$ cat src/rtl/dds_scan_ctrl.sv
// dds_scan_ctrl: double-buffered dds_sin configurator driving out_en through active/blank scan windows.
// Define DDS_SCAN_FREQ_STEP_EN to step freq_sin by cfg_freq_step at each LOAD without pending config.
module dds_scan_ctrl #(
  parameter logic [31:0] PHASE_ACC_MAX = 32'd20000000,
  parameter int          DDS_LAT       = 4,
  parameter int          CNT_W         = 32
) (
  input  logic             clk_dds,
  input  logic             rst_n,
  input  logic             start,
  input  logic             stop,
  input  logic             cfg_wr,
  input  logic [31:0]      cfg_freq,
  input  logic [31:0]      cfg_phase,
  input  logic [15:0]      cfg_amp,
  input  logic [31:0]      cfg_freq_step,
  input  logic [CNT_W-1:0] cfg_active,
  input  logic [CNT_W-1:0] cfg_blank,
  input  logic [CNT_W-1:0] cfg_nscans,
  output logic [31:0]      freq_sin,
  output logic [31:0]      phase_sin_init,
  output logic [15:0]      amp_sin,
  output logic             out_en,
  output logic             data_valid,
  output logic             scan_sync,
  output logic             cfg_pend,
  output logic             busy,
  output logic             done,
  output logic [CNT_W-1:0] scan_cnt
);
  typedef enum logic [1:0] {IDLE, LOAD, ACTIVE, BLANK} state_t;
  localparam logic [CNT_W-1:0] ONE  = CNT_W'(1);
  localparam logic [31:0]      FMAX = PHASE_ACC_MAX - 32'd1;
  state_t state_q, state_d;
  logic [CNT_W-1:0] cnt_q, cnt_d, act_q, act_d, blank_q, blank_d, nscans_q, nscans_d, scan_cnt_q, scan_cnt_d;
  logic [31:0] sh_freq_q, sh_freq_d, sh_phase_q, sh_phase_d, freq_q, freq_d, phase_q, phase_d;
  logic [15:0] sh_amp_q, sh_amp_d, amp_q, amp_d;
  logic pend_q, pend_d, done_q, done_d;
  logic [DDS_LAT-1:0] dv_q;
  logic [DDS_LAT:0] dv_sh;
`ifdef DDS_SCAN_FREQ_STEP_EN
  logic [31:0] sh_step_q, sh_step_d;
  logic [32:0] fsum;
`else
  logic unused_step;
  assign unused_step = ^cfg_freq_step;
`endif

  assign out_en         = state_q == ACTIVE;
  assign scan_sync      = out_en && cnt_q == '0;
  assign busy           = state_q != IDLE;
  assign done           = done_q;
  assign cfg_pend       = pend_q;
  assign scan_cnt       = scan_cnt_q;
  assign freq_sin       = freq_q;
  assign phase_sin_init = phase_q;
  assign amp_sin        = amp_q;
  assign dv_sh          = {dv_q, out_en};
  assign data_valid     = dv_q[DDS_LAT-1];

  always_comb begin
    state_d    = state_q;
    cnt_d      = cnt_q;
    act_d      = act_q;
    blank_d    = blank_q;
    nscans_d   = nscans_q;
    scan_cnt_d = scan_cnt_q;
    sh_freq_d  = sh_freq_q;
    sh_phase_d = sh_phase_q;
    sh_amp_d   = sh_amp_q;
    freq_d     = freq_q;
    phase_d    = phase_q;
    amp_d      = amp_q;
    done_d     = 1'b0;
`ifdef DDS_SCAN_FREQ_STEP_EN
    sh_step_d  = sh_step_q;
    fsum       = {1'b0, freq_q} + {1'b0, sh_step_q};
`endif
    case (state_q)
      IDLE: if (start && !stop) begin
        state_d    = LOAD;
        scan_cnt_d = '0;
        act_d      = cfg_active == '0 ? ONE : cfg_active;
        blank_d    = cfg_blank;
        nscans_d   = cfg_nscans;
      end
      LOAD: begin
        state_d = ACTIVE;
        cnt_d   = '0;
      end
      ACTIVE: begin
        cnt_d = cnt_q + ONE;
        if (cnt_q == act_q - ONE) begin
          cnt_d      = '0;
          scan_cnt_d = &scan_cnt_q ? scan_cnt_q : scan_cnt_q + ONE;
          done_d     = nscans_q != '0 && scan_cnt_q == nscans_q - ONE;
          state_d    = done_d ? IDLE : blank_q != '0 ? BLANK : LOAD;
        end
      end
      default: begin
        cnt_d   = cnt_q + ONE;
        state_d = cnt_q == blank_q - ONE ? LOAD : BLANK;
      end
    endcase
    if (stop && state_q != IDLE) begin
      state_d    = IDLE;
      cnt_d      = cnt_q;
      scan_cnt_d = scan_cnt_q;
      done_d     = 1'b0;
    end
    // Live registers change on entry to LOAD so they settle a full cycle before out_en rises
    if (state_d == LOAD) begin
      if (pend_q) begin
        freq_d  = sh_freq_q;
        phase_d = sh_phase_q;
        amp_d   = sh_amp_q;
      end
`ifdef DDS_SCAN_FREQ_STEP_EN
      else freq_d = fsum >= {1'b0, FMAX} ? FMAX : fsum[31:0];
`endif
    end
    pend_d = cfg_wr | (pend_q & (state_d != LOAD));
    if (cfg_wr) begin
      sh_freq_d  = cfg_freq;
      sh_phase_d = cfg_phase >= PHASE_ACC_MAX ? cfg_phase - PHASE_ACC_MAX : cfg_phase;
      sh_amp_d   = cfg_amp;
`ifdef DDS_SCAN_FREQ_STEP_EN
      sh_step_d  = cfg_freq_step;
`endif
    end
  end

  always_ff @(posedge clk_dds or negedge rst_n) begin
    if (!rst_n) begin
      state_q    <= IDLE;
      cnt_q      <= '0;
      act_q      <= '0;
      blank_q    <= '0;
      nscans_q   <= '0;
      scan_cnt_q <= '0;
      sh_freq_q  <= '0;
      sh_phase_q <= '0;
      sh_amp_q   <= '0;
      freq_q     <= '0;
      phase_q    <= '0;
      amp_q      <= '0;
      pend_q     <= 1'b0;
      done_q     <= 1'b0;
      dv_q       <= '0;
`ifdef DDS_SCAN_FREQ_STEP_EN
      sh_step_q  <= '0;
`endif
    end else begin
      state_q    <= state_d;
      cnt_q      <= cnt_d;
      act_q      <= act_d;
      blank_q    <= blank_d;
      nscans_q   <= nscans_d;
      scan_cnt_q <= scan_cnt_d;
      sh_freq_q  <= sh_freq_d;
      sh_phase_q <= sh_phase_d;
      sh_amp_q   <= sh_amp_d;
      freq_q     <= freq_d;
      phase_q    <= phase_d;
      amp_q      <= amp_d;
      pend_q     <= pend_d;
      done_q     <= done_d;
      dv_q       <= dv_sh[DDS_LAT-1:0];
`ifdef DDS_SCAN_FREQ_STEP_EN
      sh_step_q  <= sh_step_d;
`endif
    end
  end
endmodule

$ cat config.mk
export PLATFORM = sky130hd
export DESIGN_NAME = dds_scan_ctrl
export DESIGN_NICKNAME = d
export VERILOG_FILES = /design/src/rtl/dds_scan_ctrl.sv
export SDC_FILE = /design/constraint.sdc
export NUM_CORES = 1
export LEC_CHECK = 0
export ABC_AREA = 1
export CAP_MARGIN = 20
export CORE_UTILIZATION = 40
export CTS_BUF_LIST = sky130_fd_sc_hd__clkbuf_16
export CTS_CLUSTER_SIZE = 16
export DETAILED_ROUTE_END_ITERATION = 12
export GPL_TIMING_DRIVEN = 0
export PLACE_DENSITY = 0.73
export SLEW_MARGIN = 30
export SYNTH_ARGS = -nofsm -noshare
export SYNTH_HDL_FRONTEND = slang
export SYNTH_SLANG_ARGS = --single-unit
$ cat constraint.sdc
create_clock -name clk_dds -period 3.2 [get_ports clk_dds]
set_clock_uncertainty 0.15 [all_clocks]
set_input_delay 0.64 -clock clk_dds [delete_from_list [all_inputs] [get_ports clk_dds]]
set_output_delay 0.64 -clock clk_dds [all_outputs]
set_load 0.05 [all_outputs]
==> impl_results.md <==
- Violated checks: setup timing
- Outcome: finished with violations
- Most common cell after layout, fill and taps aside: nand2_1
- Avg Inst Size Synth: 7.13 um2
- Max Root-Sink Buffers: 3
- Placed Area: 23300 um2
- Largest net degree at the start of global routing: 89
- Global-route wire length before repair: 101000 um
- RSZ-0062 raised after global routing: true
- Area delta synth->final: 34.8%
- Row cnt: 80
- DP Cell Count: 3642
- Top Ports: 331
- IO buf count: 298
- Tot GR Track Use: 25.9%
- Post-layout nets: 3358
- Hold crit path type: reg2reg
- Vias in the first global route: 18500
- Hold Slack: 0.197 ns
- Slew @ Worst Pin: 0.805 ns
- Clock root buffer: clkbuf_16
- Distinct cells, synth: 53
- Starting Density: 40.6%
- Critical path class: reg2reg
- Net Count, Synth: 2952
- Part of the cycle the worst path needs: 101%
- Synth async-reset ratio: 100%
- Worst vdd ir: 0.000600 V
- Endpoint class of the critical path: flip-flop
- Final hold vios: 0
- Tot Pwr: 24900 uW
- Later-pin clock latency in the skew report: 0.58 ns
- Initial antenna violation count: 4
- CTS tree: done
- Post-synth EDFFs: 0
- Worst Path Required: 3.49 ns
- Final instance area: 26200 um2
- Wirelength per Cell: 17.4 um
- Yosys reg bits: 328
- CTS Buf Count: 39
- HPWL after DPL: 49000 um
- Seq/Total Area, Yosys: 42.2%
- Mapped Cells: 2726
- Die width: 222 um
- DRC viols: 0
- DR iter-0 viols: 1472
- Fmax: 310 MHz
- Most frequent cells in the layout: nand2_1, dfrtp_1, clkdlybuf4s50_1
- Avg Vias per Cell: 5.16
- R2R cell count: 19
- DR vias: 19500
- Total negative slack: -0.277 ns
- Final WS setup: -0.0250 ns
- Crit path DAT: 3.51 ns
- Die area: 49500 um2
- Max-cap viol count: 0
- Synth Warn #: 0
- Share of post-route cells with drive strength above 1: 14.1%
- H-tree lvl count: 2
- Crit-path max FO: 6
- Worst-path clk slew: 0.06 ns
- Lkg Pwr: 0.0124 uW
- Die outline height: 222 um
- Setup-failing EPs final: 25
- Top FF cell, synth: dfrtp_1
- Core area: 47800 um2
- Pre-Repair DR Iteration Count: 7
- Synthesized area: 19400 um2
- Fin cells: 3773
- PwrDens: 951 nW/um2
- DRT Wirelength: 65500 um
- Startpoint types: flip-flop
- GRT Residual Overflow: 0
- Rel. slew slack: 46.3%
- Crit path time final: 3.22 ns
- Hold Crit Depth: 0
- Sink Count: 328
- Post-DRT Antenna Nets: 0
- GPL Wtd Cong: 0.979
- Max Slew Vio Count: 0
Yosys cell counts, drive strengths merged (4+ instances only):
cell | number | area share (%)
ha | 13 | 0.84
nand4 | 130 | 4.2
o211ai | 4 | 0.15
o21ai | 130 | 3.4
xnor2 | 35 | 1.6
nand3b | 16 | 0.62
or3 | 4 | 0.13
a21oi | 24 | 0.68
or2 | 7 | 0.23
clkbuf | 50 | 0.97
clkinv | 6 | 0.12
and2 | 4 | 0.13
buf | 52 | 2.2
xor2 | 91 | 4.1
nor4 | 31 | 1.0
inv | 263 | 5.1
o31ai | 6 | 0.23
nor3b | 4 | 0.15
dfrtp | 328 | 42
a31oi | 5 | 0.16
nand2 | 1020 | 20
nor2 | 306 | 6.4
nand3 | 133 | 3.6
nor3 | 45 | 1.2
metal layers:
| layer | track usage, % | wire [um] |
|---|---|---|
| met5 | 0 | 12 |
| met4 | 9.57 | 2400 |
| met3 | 4.15 | 3960 |
| met2 | 43.6 | 31600 |
| met1 | 33.3 | 27500 |
layout make-up:
type	instances	area, um2
Fill cell	4457	21600
Sequential cell	328	8240
Buffer	100	661
Clock buffer	39	976
Inverter	269	1020
Antenna cell	3	7.51
Clock inverter	25	268
Tap cell	615	769
Timing Repair Buffer	366	3780
Multi-Input combinational cell	2028	10500
power breakdown:
group          internal [uW]  switching (uW)
Clock                   2550            1870
Combinational           5080            8280
Sequential              5510            1620
final timing paths:
check	startpoint	end	slack [ns]
setup / recovery	act_q[6]$_DFFE_PN0P_	freq_sin[20]$_DFFE_PN0P_	-0.02
hold / removal	dv_q[2]$_DFF_PN0_	dv_q[3]$_DFF_PN0_	0.20
setup reg to reg	act_q[6]$_DFFE_PN0P_	freq_sin[20]$_DFFE_PN0P_	-0.02
hold reg to reg	dv_q[2]$_DFF_PN0_	dv_q[3]$_DFF_PN0_	0.20
max in group asynchronous	rst_n	freq_sin[15]$_DFFE_PN0P_	1.12
min in group asynchronous	rst_n	scan_cnt[23]$_DFFE_PN0P_	0.47
logic make-up after synthesis:
logic type	count (synthesis)	share of synthesized area [%]
flops	328	42.2
fa+ha+maj	13	0.836
xor+xnor	127	5.79
simple gates	1703	37.5
buf+inv	371	8.33
compound gates	184	5.29
repair_timing:
item / 4_1_cts / 5_1_grt
pin swaps: 19 / 62
buffers inserted: 17 / 37
gates resized for setup: 72 / 255
setup endpoints to repair: 191 / 149
cloned: 3 / 8
hold endpoints to repair: 70 / 0
hold buffers: 1 / 0
worst max-delay path, stage by stage (launching register included):
cell and delay [ns]:
dfrtp_2 0.45, nor2_4 0.13, nand2_1 0.10, nor2_4 0.18, buf_6 0.15, nand2_2 0.07, o21ai_2 0.15, nand2_1 0.09
nor2_2 0.11, nand2_2 0.08, nor2_4 0.15, nand3_4 0.14, a21oi_4 0.19, nand2_4 0.07, a21oi_4 0.26, buf_12 0.15
nand3_4 0.16, buf_6 0.23, nand2_2 0.05, nand2_1 0.05
sequential cells by signal (all words and copies together) (netlist names), 2 cells and up:
signal and count:
act_q 32, amp_sin 16, blank_q 32, cnt_q 32
dv_q 4, freq_sin 32, nscans_q 32, phase_sin_init 32
scan_cnt 32, sh_amp_q 16, sh_freq_q 32, sh_phase_q 32
state_q 2
metrics by stage:
stage          util (%)  setup WS (ns)
3_3_place_gp       48.5         -13.06
2_1_floorplan         -          0.277
5_1_grt            54.8         -0.192
3_5_place_dp       48.7         -0.808
4_1_cts            52.3         -0.123
6_report           54.8        -0.0250
(Power assumes the default switching activity.)
